<file path="config.mk">
export PLATFORM = sky130hd
export DESIGN_NAME = seq_alu
export DESIGN_NICKNAME = d
export VERILOG_FILES = /design/src/rtl/alu_pkg.sv /design/src/rtl/alu_muldiv_iter.sv /design/src/rtl/seq_alu.sv
export SDC_FILE = /design/constraint.sdc
export NUM_CORES = 1
export LEC_CHECK = 0
export ABC_AREA = 1
export CAP_MARGIN = 40
export CORE_ASPECT_RATIO = 1.5
export CORE_UTILIZATION = 61
export CTS_CLUSTER_SIZE = 20
export DETAILED_ROUTE_END_ITERATION = 7
export GPL_ROUTABILITY_DRIVEN = 1
export GPL_TIMING_DRIVEN = 0
export PLACE_DENSITY = 0.82
export SLEW_MARGIN = 10
export SYNTH_ARGS = -nofsm -noshare
export SYNTH_HDL_FRONTEND = slang
export SYNTH_SLANG_ARGS = --single-unit
</file>
<file path="constraint.sdc">
create_clock -name clk -period 3 [get_ports clk]
set_input_delay 0.6 -clock clk [delete_from_list [all_inputs] [get_ports clk]]
set_output_delay 0.6 -clock clk [all_outputs]
set_load 0.02 [all_outputs]
</file>
<file path="src/rtl/alu_pkg.sv">
// Shared types for the sequential ALU:
// opcodes, flag bit positions and FSM states.
package alu_pkg;

  typedef enum logic [3:0] {
    OP_ADD  = 4'h0,
    OP_SUB  = 4'h1,
    OP_MUL  = 4'h2,
    OP_DIV  = 4'h3,
    OP_SHL  = 4'h4,
    OP_SHR  = 4'h5,
    OP_AND  = 4'h6,
    OP_OR   = 4'h7,
    OP_XOR  = 4'h8,
    OP_XNOR = 4'h9,
    OP_NAND = 4'hA,
    OP_NOR  = 4'hB
  } op_e;

  localparam int unsigned FLG_ZERO = 0;
  localparam int unsigned FLG_SHC  = 1;
  localparam int unsigned FLG_OVF  = 2;
  localparam int unsigned FLG_BRW  = 3;

  typedef enum logic [1:0] {
    ST_IDLE,
    ST_BUSY,
    ST_DONE
  } state_e;

endpackage

</file>
<file path="src/rtl/alu_muldiv_iter.sv">
// One-bit-per-cycle shift-add multiplier and
// restoring divider sharing one 2*WIDTH register.
module alu_muldiv_iter #(
  parameter int WIDTH = 8
) (
  input  logic             clk,
  input  logic             rst_n,
  input  logic             start,
  input  logic             op,
  input  logic [WIDTH-1:0] a,
  input  logic [WIDTH-1:0] b,
  output logic             done,
  output logic [WIDTH-1:0] result,
  output logic             hi_nonzero
);
  import alu_pkg::*;

  localparam int CW = $clog2(WIDTH);

  logic [2*WIDTH-1:0] p;
  logic [2*WIDTH-1:0] p_nxt;
  logic [WIDTH-1:0]   m;
  logic [WIDTH:0]     sum;
  logic [WIDTH:0]     shf;
  logic [WIDTH:0]     dif;
  logic [CW-1:0]      cnt;
  logic               div_q;
  logic               busy;

  // One iteration step; the final step is consumed
  // directly so the last bit costs no extra cycle.
  always_comb begin
    sum = {1'b0, p[2*WIDTH-1:WIDTH]}
        + {1'b0, (p[0] ? m : {WIDTH{1'b0}})};
    shf = {p[2*WIDTH-1:WIDTH], p[WIDTH-1]};
    dif = shf - {1'b0, m};
    p_nxt = p;
    if (div_q) begin
      if (!dif[WIDTH])
        p_nxt = {dif[WIDTH-1:0], p[WIDTH-2:0], 1'b1};
      else
        p_nxt = {shf[WIDTH-1:0], p[WIDTH-2:0], 1'b0};
    end else begin
      p_nxt = {sum, p[WIDTH-1:1]};
    end
  end

  assign done       = busy && (cnt == CW'(WIDTH-1));
  assign result     = p_nxt[WIDTH-1:0];
  assign hi_nonzero = |p_nxt[2*WIDTH-1:WIDTH];

  // Load operands on start, then iterate WIDTH times.
  always_ff @(posedge clk or negedge rst_n) begin
    if (!rst_n) begin
      p     <= '0;
      m     <= '0;
      cnt   <= '0;
      div_q <= 1'b0;
      busy  <= 1'b0;
    end else if (start) begin
      p     <= op ? {{WIDTH{1'b0}}, a}
                  : {{WIDTH{1'b0}}, b};
      m     <= op ? b : a;
      cnt   <= '0;
      div_q <= op;
      busy  <= 1'b1;
    end else if (busy) begin
      p   <= p_nxt;
      cnt <= cnt + 1'b1;
      if (done)
        busy <= 1'b0;
    end
  end

endmodule

</file>
<file path="src/rtl/seq_alu.sv">
// Sequential ALU with valid/ready handshake;
// MUL/DIV run on the iterative datapath.
module seq_alu #(
  parameter int WIDTH = 8
) (
  input  logic             clk,
  input  logic             rst_n,
  input  logic             in_valid,
  output logic             in_ready,
  input  logic [WIDTH-1:0] in_a,
  input  logic [WIDTH-1:0] in_b,
  input  logic [3:0]       sel,
  output logic             out_valid,
  input  logic             out_ready,
  output logic [WIDTH-1:0] dout,
  output logic [3:0]       flags
);
  import alu_pkg::*;

  state_e           state;
  logic             accept;
  logic             start;
  logic             is_div;
  logic             multi;
  logic             zero_en;
  logic             b_big;
  logic [WIDTH:0]   add_w;
  logic [WIDTH:0]   shl_w;
  logic [WIDTH:0]   shr_w;
  logic [WIDTH-1:0] res;
  logic [3:0]       fl;
  logic             it_done;
  logic [WIDTH-1:0] it_res;
  logic             it_hi;

  assign in_ready = (state == ST_IDLE);
  assign accept   = in_valid && in_ready;
  assign start    = accept && multi;

  assign b_big = 32'(in_b) >= WIDTH;
  assign add_w = {1'b0, in_a} + {1'b0, in_b};
  assign shl_w = {1'b0, in_a} << in_b;
  assign shr_w = {in_a, 1'b0} >> in_b;

  // Single-cycle result/flags and multi-cycle detect.
  always_comb begin
    res     = '0;
    fl      = '0;
    multi   = 1'b0;
    zero_en = 1'b1;
    case (sel)
      OP_ADD: begin
        res         = add_w[WIDTH-1:0];
        fl[FLG_OVF] = add_w[WIDTH];
      end
      OP_SUB: begin
        res         = in_a - in_b;
        fl[FLG_BRW] = in_a < in_b;
      end
      OP_MUL: multi = 1'b1;
      OP_DIV: begin
        if (in_b == '0)
          fl[FLG_OVF] = 1'b1;
        else if (in_a < in_b)
          fl[FLG_BRW] = 1'b1;
        else
          multi = 1'b1;
      end
      OP_SHL: begin
        if (!b_big) begin
          res         = shl_w[WIDTH-1:0];
          fl[FLG_SHC] = shl_w[WIDTH];
        end
      end
      OP_SHR: begin
        if (!b_big) begin
          res         = shr_w[WIDTH:1];
          fl[FLG_SHC] = shr_w[0];
        end
      end
      OP_AND:  res = in_a & in_b;
      OP_OR:   res = in_a | in_b;
      OP_XOR:  res = in_a ^ in_b;
      OP_XNOR: res = ~(in_a ^ in_b);
      OP_NAND: res = ~(in_a & in_b);
      OP_NOR:  res = ~(in_a | in_b);
      default: zero_en = 1'b0;
    endcase
    fl[FLG_ZERO] = zero_en && (res == '0);
  end

  alu_muldiv_iter #(
    .WIDTH(WIDTH)
  ) u_iter (
    .clk        (clk),
    .rst_n      (rst_n),
    .start      (start),
    .op         (sel == OP_DIV),
    .a          (in_a),
    .b          (in_b),
    .done       (it_done),
    .result     (it_res),
    .hi_nonzero (it_hi)
  );

  // Control FSM with registered result outputs.
  always_ff @(posedge clk or negedge rst_n) begin
    if (!rst_n) begin
      state     <= ST_IDLE;
      dout      <= '0;
      flags     <= '0;
      out_valid <= 1'b0;
      is_div    <= 1'b0;
    end else begin
      unique case (state)
        ST_IDLE: begin
          if (accept) begin
            is_div <= (sel == OP_DIV);
            if (multi) begin
              state <= ST_BUSY;
            end else begin
              state     <= ST_DONE;
              dout      <= res;
              flags     <= fl;
              out_valid <= 1'b1;
            end
          end
        end
        ST_BUSY: begin
          if (it_done) begin
            state     <= ST_DONE;
            dout      <= it_res;
            flags     <= {1'b0, ~is_div & it_hi,
                          1'b0, it_res == '0};
            out_valid <= 1'b1;
          end
        end
        ST_DONE: begin
          if (out_ready) begin
            state     <= ST_IDLE;
            out_valid <= 1'b0;
          end
        end
        default: state <= ST_IDLE;
      endcase
    end
  end

endmodule
</file>
### Yosys cells after proc, flatten, opt, wreduce, memory -nomap -nowiden

Cells that the tools add are included.

* word-level logic and storage cells: 108
* input port bits: 24
* bits in registers: 45
* output and inout port bits: 14

* multiplexer cells: 45
* equality and inequality tests: 18
* $lt $le $gt $ge: 2
* shift operators: 2
* $add $sub $neg: 5
* bitwise operators: 8
* reduce and logical (&&, ||, !) cells: 18

Operator list (number)
* $pmux W8 S10: 1
* $mux W16: 4
* $mux W8: 8
* $logic_not A8 Y1: 3
* $not A8 Y8: 3
* $add A8 B8 Y9: 2
* $eq A4 B3 Y1 const B: 4
* $eq A4 B4 Y1 const B: 4
* $pmux W8 S2: 1
* $mux W1: 15
* $mux W4: 3
* $reduce_or A12 Y1: 1
* $shl A8 B8 Y9: 1
* $shr A9 B8 Y9: 1
* $sub A9 B8 Y9: 1
* $and A8 B8 Y8: 1
* $eq A4 B2 Y1 const B: 2
* $ge A8 B4 Y1 const B: 1
* $lt A8 B8 Y1: 1
* $mux W2: 4
* $or A8 B8 Y8: 1
* $pmux W1 S2: 4
* $pmux W4 S2: 1
* $reduce_or A8 Y1: 1
* 23 further kinds: 30

### Logic depth before layout (Yosys ltp)

* depth in word-level cells: 8
* mapped depth: 21
* gate-level depth less buffers: 20

### Modules after synthesis

A second synthesis with hierarchy kept.

* cell total of the unflattened synthesis: 869
* area, all modules: 5494.0 um^2

Modules (own cells, without submodules)
* seq_alu: cells each 509, area an instance 2999.1 um^2, seq. area each 400.4 um^2, instances 1
* alu_muldiv_iter: cells each 360, area an instance 2494.9 um^2, seq. area each 725.7 um^2, instances 1

### Worst setup path after synthesis

No wires, ideal clock.

* kind: input port to flip-flop
* from: input in_b[2]
* to: register u_iter.p[1]
* cell stages on the path: 18
* path buffers: 4
* setup slack: 0.157 ns
* arrival: 2.713 ns
* setup time: 0.129 ns
* required time: 2.871 ns
* cells stage by stage: buf_2 -> inv_1 -> clkbuf_1 -> ha_1 -> buf_4 -> inv_2 -> nand4_1 -> o211ai_2 -> nand2_2 -> nand2_2 -> a21oi_2 -> o22ai_2 -> nand2_4 -> nand2_4 -> inv_4 -> buf_12 -> nand2_2 -> nand3_2

* longest elaborated chain between the ends: 6
* elaborated cells between the ends (all ways): 8
* classes of those cells: 1 x order compare; 4 x mux; 3 x reduce/logical

RTL lines
* from (decl): RTL line seq_alu.sv:11 `input logic [WIDTH-1:0] in_b,`
* $lt A8 B8 Y1: RTL line seq_alu.sv:64 `else if (in_a < in_b)`
* $mux W1: RTL line seq_alu.sv:64
* $mux W1 *: RTL line seq_alu.sv:62 `if (in_b == '0)`
* $pmux W1 S2 *: RTL line seq_alu.sv:51 `case (sel)`
* $logic_and A1 B1 Y1 *: RTL line seq_alu.sv:38 `assign start = accept && multi;`
* $mux W16 or $reduce_bool A2 Y1 (tied branches)
* to (signal assigned): RTL line alu_muldiv_iter.sv:61 `p <= op ? {{WIDTH{1'b0}}, a}`
* to (signal assigned): RTL line alu_muldiv_iter.sv:68 `p <= p_nxt;`
* to (decl): RTL line alu_muldiv_iter.sv:20 `logic [2*WIDTH-1:0] p;`

Every way passes the cells marked *; elsewhere a longest branch is shown, timed or not.
A chain may end at the register's enable or synchronous reset.

### Final worst setup path

* from: input in_a[6]
* to: register u_iter.p[1]

* longest elaborated chain between the ends: 6
* elaborated cells between the ends (all ways): 7
* classes of those cells: 1 x order compare; 4 x mux; 2 x reduce/logical

RTL lines
* from (decl): RTL line seq_alu.sv:10 `input logic [WIDTH-1:0] in_a,`
* $lt A8 B8 Y1 *: RTL line seq_alu.sv:64
* $mux W1 *: RTL line seq_alu.sv:64
* $mux W1 *: RTL line seq_alu.sv:62
* $pmux W1 S2 *: RTL line seq_alu.sv:51
* $logic_and A1 B1 Y1 *: RTL line seq_alu.sv:38
* $mux W16 or $reduce_bool A2 Y1 (tied branches)

Marks and branches as above.

==> results.py <==
metrics = {
    "yosys": {
        "synth_seq_area_share": 0.211,
        "netlist_top_cells_count": "nand2_1, inv_1, nand3_1",
        "synth_cell_type_count": 47,
        "syn_area_um2": 5340,
        "syn_nets": 923,
        "yosysTopAreaCell": "dfrtp_1",
        "async_reset_ff_frac": 1.00,
        "syn_area_per_cell_um2": 6.29,
        "ys_ff_latch": 45,
        "synth_area_leaders": "dfrtp_1, nand2_1, ha_1",
        "synth_edf_count": 0,
        "synth_most_common_cell": "nand2_1",
        "synth_top_cell_area_share": 0.211,
        "synthFlopType": "dfrtp_1",
        "syn_inst": 849,
        "ys_warn_count": 0,
    },
    "routing": {
        "drt_iter0_drc": 576,
        "via_count": 6115,
        "wl_per_cell_um": 17.4,
        "drtPass1Iterations": 6,
        "routed_via_density": 6.07,
        "finalWirelength_um": 17500,
        "route.detailed.drc": 0,
        "ant_nets": 0,
    },
    "timing": {
        "final-setup-viol-count": 0,
        "min_period_over_period": 0.960,
        "fin_crit_ns": 2.88,
        "fin_ws_ns": 0.120,
        "fin_hold_ws_ns": 0.212,
        "setup_tns_ns": 0,
        "final_max_slew_viol_count": 0,
        "relSlewSlack": 0.563,
        "hold_violations": 0,
        "worst_slew_pin_slew_ns": 0.653,
        "clock.fmax_mhz": 347,
        "clock-skew-final_ns": 0.00523,
        "rsz0062_at_grt": "no",
    },
    "cts": {
        "cts_buffer_depth": 2,
        "cts_tree": "built",
        "cts_sinks": 45,
        "numCtsBuffers": 5,
        "clock-root-buffer": "clkbuf_16",
        "clock_latency_ns": 0.29,
        "h-tree-depth": 2,
        "path_clk_slew_ns": 0.06,
    },
    "floorplan": {
        "fp.dieW_um": 78.4,
        "core-area_um2": 8460,
        "std_cell_rows": 41,
        "initial_core_util": 0.630,
        "dieArea_um2": 9130,
        "ios": 38,
        "die_y_um": 117,
    },
    "global_route": {
        "grt_pass1_vias": 5873,
        "gr-total-overflow": 0,
        "grt_max_degree": 33,
        "grt_pass1_wl_um": 27800,
        "antenna_found_initial": 0,
        "grtUsageTotal": 0.396,
    },
    "power_and_ir_drop": {
        "p_per_area_nw_per_um2": 679,
        "total_power_mw": 4.14,
        "p_leak_nw": 3.22,
        "ir_drop_uv": 540,
    },
    "worst_setup_path": {
        "cp_max_fo": 10,
        "rrSetupSlack_ns": 0.24,
        "timing.rr.start": "u_iter.p[0]",
        "worstSetupPathType": "input pin to flop",
        "cp_data_arrival_time_ns": 3.05,
        "worstRegToRegCells": 17,
        "worstSetupEndpointType": "flop",
        "r2r_end": "flags[2]",
        "cp.required_ns": 3.17,
        "startpoint_type": "input pin",
    },
    "placed_design": {
        "dp.cells": 994,
        "gp_congestion": 1.03,
        "place_worst_setup_slack_ns": -0.927,
        "io_buffers": 37,
        "dpl_cell_area_um2": 5860,
        "dpl.hpwl_um": 13500,
    },
    "finish": {
        "stdcell_count": 1007,
        "final_nets": 973,
        "syn2layout_area_growth_pct": 14.2,
        "final-seq-area_um2": 1130,
        "multi_input_area_um2": 3620,
        "drive_above_1_share": 0.0878,
        "design_area_um2": 6090,
        "diodes": 0,
        "fin_util": 0.720,
        "fillCellCount": 746,
    },
    "run": {
        "maxCapViolations": 0,
    },
    "outcome": {
        "outcome": "finished clean",
    },
    "hold_path": {
        "hold_path_class": "input pin to asynchronous set/reset pin",
    },
}
-- timing repair --
| action | in CTS | in global routing |
|---|---|---|
| endpoints found under the hold margin | 0 | 0 |
| gates cloned | 0 | 1 |
| hold buffers | 0 | 0 |
| buffers inserted | 4 | 3 |
| setup endpoints to repair | 44 | 41 |
| gates resized for setup | 22 | 18 |
| pin swaps | 2 | 8 |
-- final cells by class --
cell class	count	share of cell area
clock inverter	2	0.00246
clock buffer	6	0.0211
multi-input combinational	664	0.594
inverter	111	0.0706
tap	107	0.0220
sequential	45	0.185
buffer	26	0.0333
timing repair buffer	46	0.0719
-- critical path, stage by stage --
cell and delay, ns:
clkdlybuf4s50_1 0.68, inv_1 0.11, ha_1 0.29, buf_2 0.17, inv_1 0.16, nand2_2 0.08
nand2_2 0.10, a21oi_4 0.08, o22ai_4 0.18, nand2_4 0.15, nand2_4 0.13, inv_4 0.05
buf_12 0.14, nand2_2 0.06, nand3_2 0.06
-- how the worst max path moves through the flow --
stage	startpoint	endpoint	slack, ns	cells past startpoint
6_report	in_a[6]	u_iter.p[1]	0.12	15
5_1_grt	in_a[3]	u_iter.m[7]	0.008	16
4_1_cts	in_a[1]	u_iter.p[1]	0.006	16
3_5_place_dp	in_b[2]	u_iter.p[1]	-0.93	19
3_3_place_gp	in_b[2]	u_iter.p[1]	-0.88	19
2_1_floorplan	in_b[2]	u_iter.p[1]	0.16	18
-- cells by family after synthesis --
| kind of cell | share of synthesized area |
|---|---|
| xor+xnor | 0.0115 |
| compound gates | 0.175 |
| buf+inv | 0.116 |
| fa+ha+maj | 0.123 |
| flops | 0.211 |
| simple gates | 0.364 |
-- placed cells by master, fill, tap and decap left out, types with 5 or more instances in the layout --
cell / Yosys / final
buf_6: 6 / 8
clkbuf_1: 10 / 8
buf_4: 5 / 9
o211ai_2: 5 / 5
clkdlybuf4s50_1: 0 / 24
inv_1: 101 / 97
xor2_1: 5 / 5
nand2_2: 7 / 7
nand3_1: 73 / 73
dfrtp_1: 45 / 45
inv_2: 4 / 6
nand2_1: 270 / 270
o211ai_1: 15 / 15
buf_2: 6 / 7
o21ai_1: 6 / 7
clkbuf_16: 0 / 5
a21oi_1: 35 / 35
nand4_1: 28 / 28
o21ai_0: 61 / 60
o22ai_1: 5 / 5
nor2_1: 61 / 60
ha_1: 46 / 45
-- power breakdown --
part / total, mW / switching, mW / internal [mW]
clock: 0.545 / 0.236 / 0.309
sequential: 1.09 / 0.226 / 0.865
combinational: 2.50 / 1.54 / 0.959
total: 4.14 / 2.01 / 2.13
-- registers in the layout, indices dropped and copies added, names as in the netlist --
register      flops
u_iter.m          8
flags             4
u_iter.busy       1
out_valid         1
u_iter.p         16
u_iter.cnt        3
u_iter.div_q      1
state             2
dout              8
is_div            1
-- metal layers --
layer  global-route usage  wire [um]  up-vias
met5                    0          0        -
met4                0.296       1310        0
met1                0.402       6100     2779
li1                     -          -     2903
met2                0.734       8930      328
met3               0.0523       1150      105
Note: power is estimated with default switching activity, not from simulation.
